$ cat config.mk
export PLATFORM = sky130hd
export DESIGN_NAME = instruction_fetch_flat
export DESIGN_NICKNAME = d
export VERILOG_FILES = /design/src/rtl/instruction_fetch_if.sv /design/src/rtl/instruction_fetch.sv /design/src/flat_wrapper.sv
export SDC_FILE = /design/constraint.sdc
export NUM_CORES = 1
export LEC_CHECK = 0
export ABC_AREA = 1
export BUFFER_PORTS_ARGS = -buffer_cell sky130_fd_sc_hd__buf_2
export CORE_AREA = 2 2 154 156
export CTS_BUF_LIST = sky130_fd_sc_hd__clkbuf_8
export DETAILED_ROUTE_END_ITERATION = 12
export DIE_AREA = 0 0 156 158
export PLACE_DENSITY = 0.7
export SLEW_MARGIN = 20
export SYNTH_ARGS = -nofsm -noshare
export SYNTH_HDL_FRONTEND = slang
export SYNTH_SLANG_ARGS = --single-unit
$ cat constraint.sdc
create_clock -name i_clk -period 4.8 [get_ports i_clk]
set_input_delay 0.72 -clock i_clk [delete_from_list [all_inputs] [get_ports i_clk]]
set_output_delay 0.72 -clock i_clk [all_outputs]
set_load 0.05 [all_outputs]
$ cat src/rtl/instruction_fetch_if.sv
// instruction_fetch_if: groups the instruction-memory read bus (req/ack) and
// the decode-side instruction handshake (valid/ready) of the fetch stage.
// Signal names are given from the fetch stage's point of view:
// o_* are driven by the fetch stage and i_* are driven by its environment.
interface instruction_fetch_if #(
  parameter int INSN_W = 32
);
  // Instruction-memory read channel
  logic              o_mem_req;
  logic [63:0]       o_mem_addr;
  logic              i_mem_ack;
  logic [INSN_W-1:0] i_mem_rdata;

  // Decode-side instruction channel
  logic              o_insn_valid;
  logic              i_insn_ready;
  logic [INSN_W-1:0] o_insn;
  logic [63:0]       o_insn_pc;
  logic              o_fetch_fault;

  modport master (
    output o_mem_req, o_mem_addr, o_insn_valid, o_insn, o_insn_pc, o_fetch_fault,
    input  i_mem_ack, i_mem_rdata, i_insn_ready
  );

  modport slave (
    input  o_mem_req, o_mem_addr, o_insn_valid, o_insn, o_insn_pc, o_fetch_fault,
    output i_mem_ack, i_mem_rdata, i_insn_ready
  );
endinterface

$ cat src/rtl/instruction_fetch.sv
// instruction_fetch: fetch stage behind the Program_Counter register.
// Issues one instruction-memory read per instruction, buffers the returned
// word for decode, and computes the program counter's next value every cycle
// (hold, advance by 4, or redirect), since the counter itself has no enable.
// Optional feature macro: FETCH_ALIGN_CHECK_EN -- when defined, a fetch from
// an address with i_adress[1:0] != 0 is not sent to memory; instead a faulting
// slot (o_fetch_fault=1, o_insn=0) is presented to decode.
module instruction_fetch #(
  parameter logic [63:0] RESET_PC = 64'h0,
  parameter int          INSN_W   = 32
) (
  input  logic                 i_clk,
  input  logic                 i_rst,
  input  logic [63:0]          i_adress,
  output logic [63:0]          o_counter,
  input  logic                 i_redirect,
  input  logic [63:0]          i_redirect_pc,
  instruction_fetch_if.master  bus
);

  typedef enum logic [0:0] {
    S_REQ = 1'b0,
    S_OUT = 1'b1
  } state_t;

  state_t            r_state;
  logic [INSN_W-1:0] r_insn;
  logic [63:0]       r_insn_pc;

  state_t            w_state_nxt;
  logic [63:0]       w_counter;
  logic              w_mem_req;
  logic              w_capture;
  logic              w_capture_fault;
  logic              w_misaligned;

`ifdef FETCH_ALIGN_CHECK_EN
  assign w_misaligned = (i_adress[1:0] != 2'b00);
`else
  assign w_misaligned = 1'b0;
`endif

  // State register; reset returns to issuing a request.
  always_ff @(posedge i_clk) begin
    if (i_rst) begin
      r_state <= S_REQ;
    end else begin
      r_state <= w_state_nxt;
    end
  end

  // Next-state, memory request, capture strobes and next-PC selection.
  always_comb begin
    w_state_nxt     = r_state;
    w_counter       = i_adress;
    w_mem_req       = 1'b0;
    w_capture       = 1'b0;
    w_capture_fault = 1'b0;
    if (i_rst) begin
      w_counter   = RESET_PC;
      w_state_nxt = S_REQ;
    end else if (i_redirect) begin
      // Redirect wins over ack/ready: any returning data or buffered word is
      // dropped. The request may still be visible; memory tolerates that.
      w_counter   = i_redirect_pc;
      w_state_nxt = S_REQ;
      w_mem_req   = (r_state == S_REQ) && !w_misaligned;
    end else begin
      case (r_state)
        S_REQ: begin
          if (w_misaligned) begin
            // Faulting slot: no memory access and no PC advance.
            w_capture_fault = 1'b1;
            w_state_nxt     = S_OUT;
          end else begin
            w_mem_req = 1'b1;
            if (bus.i_mem_ack) begin
              w_capture   = 1'b1;
              w_counter   = i_adress + 64'd4;
              w_state_nxt = S_OUT;
            end else begin
              w_counter = i_adress;
            end
          end
        end
        S_OUT: begin
          // PC already holds the advanced address; just wait for decode.
          if (bus.i_insn_ready) begin
            w_state_nxt = S_REQ;
          end else begin
            w_state_nxt = S_OUT;
          end
        end
        default: begin
          w_state_nxt = S_REQ;
        end
      endcase
    end
  end

  // Instruction buffer; only loaded on a good capture or a faulting slot.
  always_ff @(posedge i_clk) begin
    if (i_rst) begin
      r_insn    <= {INSN_W{1'b0}};
      r_insn_pc <= 64'h0;
    end else if (w_capture) begin
      r_insn    <= bus.i_mem_rdata;
      r_insn_pc <= i_adress;
    end else if (w_capture_fault) begin
      r_insn    <= {INSN_W{1'b0}};
      r_insn_pc <= i_adress;
    end else begin
      r_insn    <= r_insn;
      r_insn_pc <= r_insn_pc;
    end
  end

`ifdef FETCH_ALIGN_CHECK_EN
  logic r_fault;

  // Fault flag: set by a faulting slot, cleared by a good capture or redirect.
  always_ff @(posedge i_clk) begin
    if (i_rst) begin
      r_fault <= 1'b0;
    end else if (i_redirect) begin
      r_fault <= 1'b0;
    end else if (w_capture) begin
      r_fault <= 1'b0;
    end else if (w_capture_fault) begin
      r_fault <= 1'b1;
    end else begin
      r_fault <= r_fault;
    end
  end

  assign bus.o_fetch_fault = r_fault;
`else
  assign bus.o_fetch_fault = 1'b0;
`endif

  assign o_counter        = w_counter;
  assign bus.o_mem_req    = w_mem_req;
  assign bus.o_mem_addr   = i_adress;
  assign bus.o_insn_valid = (r_state == S_OUT);
  assign bus.o_insn       = r_insn;
  assign bus.o_insn_pc    = r_insn_pc;

endmodule
$ cat src/flat_wrapper.sv
// flat-port wrapper written by rule: the top's interface ports become plain ports
module instruction_fetch_flat 
#(
  parameter logic [63:0] RESET_PC = 64'h0,
  parameter int          INSN_W   = 32
)
  (i_clk, i_rst, i_adress, o_counter, i_redirect, i_redirect_pc, bus_o_mem_req, bus_o_mem_addr, bus_o_insn_valid, bus_o_insn, bus_o_insn_pc, bus_o_fetch_fault, bus_i_mem_ack, bus_i_mem_rdata, bus_i_insn_ready);
  instruction_fetch_if #(.INSN_W(INSN_W)) bus_i ();
  input  logic i_clk;
  input  logic i_rst;
  input  logic [63:0] i_adress;
  output logic [63:0] o_counter;
  input  logic i_redirect;
  input  logic [63:0] i_redirect_pc;
  output wire logic [$bits(bus_i.o_mem_req)-1:0] bus_o_mem_req;
  output wire logic [$bits(bus_i.o_mem_addr)-1:0] bus_o_mem_addr;
  output wire logic [$bits(bus_i.o_insn_valid)-1:0] bus_o_insn_valid;
  output wire logic [$bits(bus_i.o_insn)-1:0] bus_o_insn;
  output wire logic [$bits(bus_i.o_insn_pc)-1:0] bus_o_insn_pc;
  output wire logic [$bits(bus_i.o_fetch_fault)-1:0] bus_o_fetch_fault;
  input wire logic [$bits(bus_i.i_mem_ack)-1:0] bus_i_mem_ack;
  input wire logic [$bits(bus_i.i_mem_rdata)-1:0] bus_i_mem_rdata;
  input wire logic [$bits(bus_i.i_insn_ready)-1:0] bus_i_insn_ready;
  assign bus_o_mem_req = bus_i.o_mem_req;
  assign bus_o_mem_addr = bus_i.o_mem_addr;
  assign bus_o_insn_valid = bus_i.o_insn_valid;
  assign bus_o_insn = bus_i.o_insn;
  assign bus_o_insn_pc = bus_i.o_insn_pc;
  assign bus_o_fetch_fault = bus_i.o_fetch_fault;
  assign bus_i.i_mem_ack = bus_i_mem_ack;
  assign bus_i.i_mem_rdata = bus_i_mem_rdata;
  assign bus_i.i_insn_ready = bus_i_insn_ready;
  instruction_fetch #(.RESET_PC(RESET_PC), .INSN_W(INSN_W)) u_core (.i_clk(i_clk), .i_rst(i_rst), .i_adress(i_adress), .o_counter(o_counter), .i_redirect(i_redirect), .i_redirect_pc(i_redirect_pc), .bus(bus_i));
endmodule
## Word-level counts from Yosys, hierarchy flattened

Index checks and enable logic that the tools add are counted.
W data, S select, Z words.

| word-level totals | value |
|---|---|
| input bits | 165 |
| word-level logic and storage cells | 21 |
| flip-flop bits (word level) | 97 |
| output and inout bits | 227 |

| cells by class | value |
|---|---|
| multiplexer cells | 15 |
| reduce and logical (&&, ||, !) cells | 1 |
| bitwise logic cells | 1 |
| $add $sub $neg | 1 |

Operator list:

| cell | count |
|---|---|
| $mux W64 | 5 |
| $add A64 B3 Y64 const B | 1 |
| $mux W32 | 1 |
| $mux W1 | 8 |
| $pmux W1 S2 | 1 |
| $reduce_or A2 Y1 | 1 |
| $not A1 Y1 | 1 |

## Logic depth before layout (Yosys ltp)

| logic depth | value |
|---|---|
| depth in word-level cells | 5 |
| mapped depth | 12 |
| depth with buffers taken out | 12 |

## Worst setup path before layout

No wires, ideal clock.

| timing path | value |
|---|---|
| path type | input to output |
| start point | input port i_adress[2] |
| end point | output port o_counter[58] |
| buffers on the path | 0 |
| arrival time | 2494 ps |
| setup slack | 1586 ps |
| stages on the path | 9 |
| data required time | 4080 ps |
| path through | ha_1 > nand3_1 > nor2_4 > inv_2 > nor2_1 > nand2_1 > inv_1 > nand3_1 > a31oi_1 |

| between the ends | value |
|---|---|
| longest elaborated chain between the ends | 5 |

Ends and longest elaborated chain:

| what | RTL line | source |
|---|---|---|
| start, declared | flat_wrapper.sv:11 | `input logic [63:0] i_adress;` |
| $add A64 B3 Y64 | instruction_fetch.sv:79 | `w_counter = i_adress + 64'd4;` |
| $mux W64 | instruction_fetch.sv:77 | `if (bus.i_mem_ack) begin` |
| $mux W64 | instruction_fetch.sv:69 | `case (r_state)` |
| $mux W64 | instruction_fetch.sv:62 | `end else if (i_redirect) begin` |
| $mux W64 | instruction_fetch.sv:59 | `if (i_rst) begin` |
| end, declared | flat_wrapper.sv:12 | `output logic [63:0] o_counter;` |

No other way between the ends.

## Worst setup path after layout

| timing path | value |
|---|---|
| start point | input port i_adress[3] |
| end point | output port o_counter[40] |

Same word-level chain as after synthesis.

==> flow_summary.yaml <==
status:
  status: "finished clean"
floorplan:
  io_pins: 392
  rows: 56
  die_width_um: 156
  start_util_pct: 31.4
  fp.dieH_um: 158
  design.core.area_mm2: 0.0231
  die-area_mm2: 0.0246
power_and_ir_drop:
  power.internal_uw: 1250
  p_clk_share_pct: 24.5
  p_seq_share_pct: 37.4
  peakVddDrop_mv: 0.157
  p_sw_share_pct: 46.2
  powerDensity_mw_per_mm2: 256
  switchingPower_uw: 1080
  power_uw: 2330
  power_leakage_uw: 0.00470
  combPwrFrac_pct: 38.1
synthesis:
  yosysWarningCount: 0
  syn_area_mm2: 0.00723
  ys_types: 47
  synth_seq_cells: 97
  synth_common_cells: "nand2_1, nor2_1, o21ai_0"
  synthMuxAreaShare_pct: 0
  synth_top_family_by_area: "simple AND/OR/NAND/NOR gates"
  synthCells: 1207
  yosysMostFrequentCell: "nand2_1"
  synth_fa_ha_area_share_pct: 0.173
  synth_compound_area_share_pct: 11.9
  yosysSeqAreaShare_pct: 26.9
  yosysTopAreaCellShare_pct: 26.9
  synth_top_cells_by_area: "dfxtp_1, nand2_1, o21ai_0"
  synth_edf_count: 0
  synth_area_per_cell_um2: 5.99
  synth.largest_area_cell: "dfxtp_1"
  synthXorXnorAreaFrac_pct: 1.33
  yosys.area_share.simple_pct: 43.6
  synth_flop_cell: "dfxtp_1"
  async_flop_share_pct: 0
  synth_fp_nets: 1373
finish:
  syn2layout_area_growth_pct: 25.6
  drive_gt1_share_pct: 30.7
  final-seq-area_mm2: 0.00194
  fin_nets: 1664
  final.fill_count: 2564
  finalInstanceArea_mm2: 0.00908
  multiInputGateArea_mm2: 0.00412
  antenna_cells: 0
drt:
  drtIter0Drc: 633
  drc: 0
  wl_per_cell_um: 17.5
  dr.pass1.iters: 7
  wl_um: 31300
  num_vias: 8750
  via_per_inst: 4.88
  detail-route-antenna-nets: 0
global_route:
  grt_usage_pct: 24.4
  antenna_found_initial: 3
  grt_overflow_total: 0
  grt_max_degree: 125
  grt_pass1_wl_um: 45400
  grt_pass1_vias: 7969
critical_path:
  critPathTopFamily: "simple AND/OR/NAND/NOR gates"
  reg2reg_slack_ns: 2.39
  required_ns: 4.08
  cpMaxStageDelayCell: "nor3_1"
  endpoint_kind: "primary output"
  r2r_start: "u_core.bus.o_insn_valid$_SDFF_PP0_"
  critPathLaunchType: "input pin"
  arrival_ns: 2.63
  worstPathBufferInverterCount: 3
  cpPeakStageDelay_ns: 0.44
  criticalPathCategory: "input pin to primary output"
  crit_chain: "buf_2, ha_1, nand3_1, nor2_4, inv_2, nor3_1, nand3_1, a31oi_1, buf_2"
  reg2reg_depth: 8
  reg2reg_to: "u_core.bus.o_insn_pc[54]$_SDFFE_PP0P_"
  path_max_fanout: 6
clocking:
  cts_tree: "built"
  clkTransAtPathRegs_ns: 0.11
  cts_resized: 0
  clock_path_buffers: 2
  cts_made_buffers: 9
  hold_buffers: 0
  htreeDepth: 3
  root_buffer: "clkbuf_8"
  worst_skew_pair.late_latency_ns: 0.41
  cts_num_sinks: 97
  cts_setup_buffers: 0
timing:
  worstMarginPinSlew_ns: 1.00
  max_freq_mhz: 299
  fin_tns_setup_ns: 0
  finalMaxSlewViolations: 0
  whs_ns: 0.487
  finalSetupViolations: 0
  slew-limit-headroom_pct: 33.3
  grt_setup_unrepaired: "false"
  fin_crit_ns: 3.35
  fin_worst_skew_ns: 0.0133
  min_period_over_period_pct: 69.7
  hold_viol_final: 0
worst_hold_path:
  hp-start: "u_core.bus.o_insn[12]$_SDFFE_PP0P_"
  holdPathEnd: "u_core.bus.o_insn[12]$_SDFFE_PP0P_"
  min_path_type: "flip-flop to flip-flop"
  hold_depth: 2
placed_design:
  placed_cell_area_mm2: 0.00888
  hpwlAfterDp_um: 24800
  routabilityCongestion: 0.937
  io_buffers: 390
flow_run:
  cap_violations: 0
==> routing by layer <==
metal | wire, um | share of wire (%) | GRT usage [%]
met5 | 35 | 0.11 | 0
met4 | 845 | 2.7 | 8.17
met3 | 2330 | 7.4 | 5.28
met2 | 14300 | 46 | 40.0
met1 | 13800 | 44 | 31.9
==> power groups by stage <==
stage | clock (uW) | combinational, uW | sequential (uW)
final | 570 | 888 | 870
after global routing | 624 | 944 | 876
after CTS | 584 | 891 | 870
after detailed placement | 0 | 890 | 887
after global placement | 0 | 884 | 887
after floorplan | 0 | 494 | 1040
==> layout by cell type, fill, tap and decap left out, drive strengths merged, types with 2 or more instances in the layout <==
cell / instances
a21oi: 14
buf: 398
and2: 2
xor2: 7
clkinv: 3
or2: 5
nand2: 379
nor3: 9
nand3: 110
o211ai: 6
dfxtp: 97
nand4: 23
nor2: 164
nand3b: 8
inv: 115
clkbuf: 9
xnor2: 4
o21ai: 132
a31oi: 7
==> tightest hold or removal path, cell delays in order (launching register included) <==
cell     delay (ns)
dfxtp_1        0.33
nand2_1        0.05
o21ai_0        0.07
==> worst max path at each step <==
stage               cells past startpoint            end  slack, ns                               start
floorplan                               9  o_counter[58]       1.59                         i_adress[2]
global placement                        9  o_counter[40]       1.48                         i_adress[3]
detailed placement                      9  o_counter[40]       1.47                         i_adress[3]
CTS                                     9  o_counter[40]       1.46                         i_adress[3]
global route                           14  o_counter[18]       1.27  u_core.bus.o_insn_valid$_SDFF_PP0_
finish                                  9  o_counter[40]       1.45                         i_adress[3]
==> kinds of logic after synthesis <==
logic type	after synthesis
AO/OA/AOI/OAI	164
XOR/XNOR	11
adder cells (fa/ha/maj)	1
buffers and inverters	230
flip-flops	97
other	1
AND/OR/NAND/NOR	703
==> layout make-up <==
class                           instances  share of cell area, %
Clock buffer                            9                   1.36
Clock inverter                          7                  0.799
Inverter                              112                   4.73
Multi-Input combinational cell        880                   45.4
Sequential cell                        97                   21.4
Tap cell                              290                   4.00
Timing Repair Buffer                  398                   22.3
==> sequential cells by signal, indices dropped and copies added (netlist names) <==
signal,flops
u_core.bus.o_insn,32
u_core.bus.o_insn_valid,1
u_core.bus.o_insn_pc,64
==> stage by stage <==
stage	util, %	cells	worst slack (ns)
final	39.4	1793	1.45
after global routing	39.4	1793	1.27
after floorplan	-	1207	1.59
after CTS	39.4	1793	1.46
after detailed placement	38.5	1777	1.47
after global placement	38.5	1777	1.48
Power figures use the tool's default switching activity.
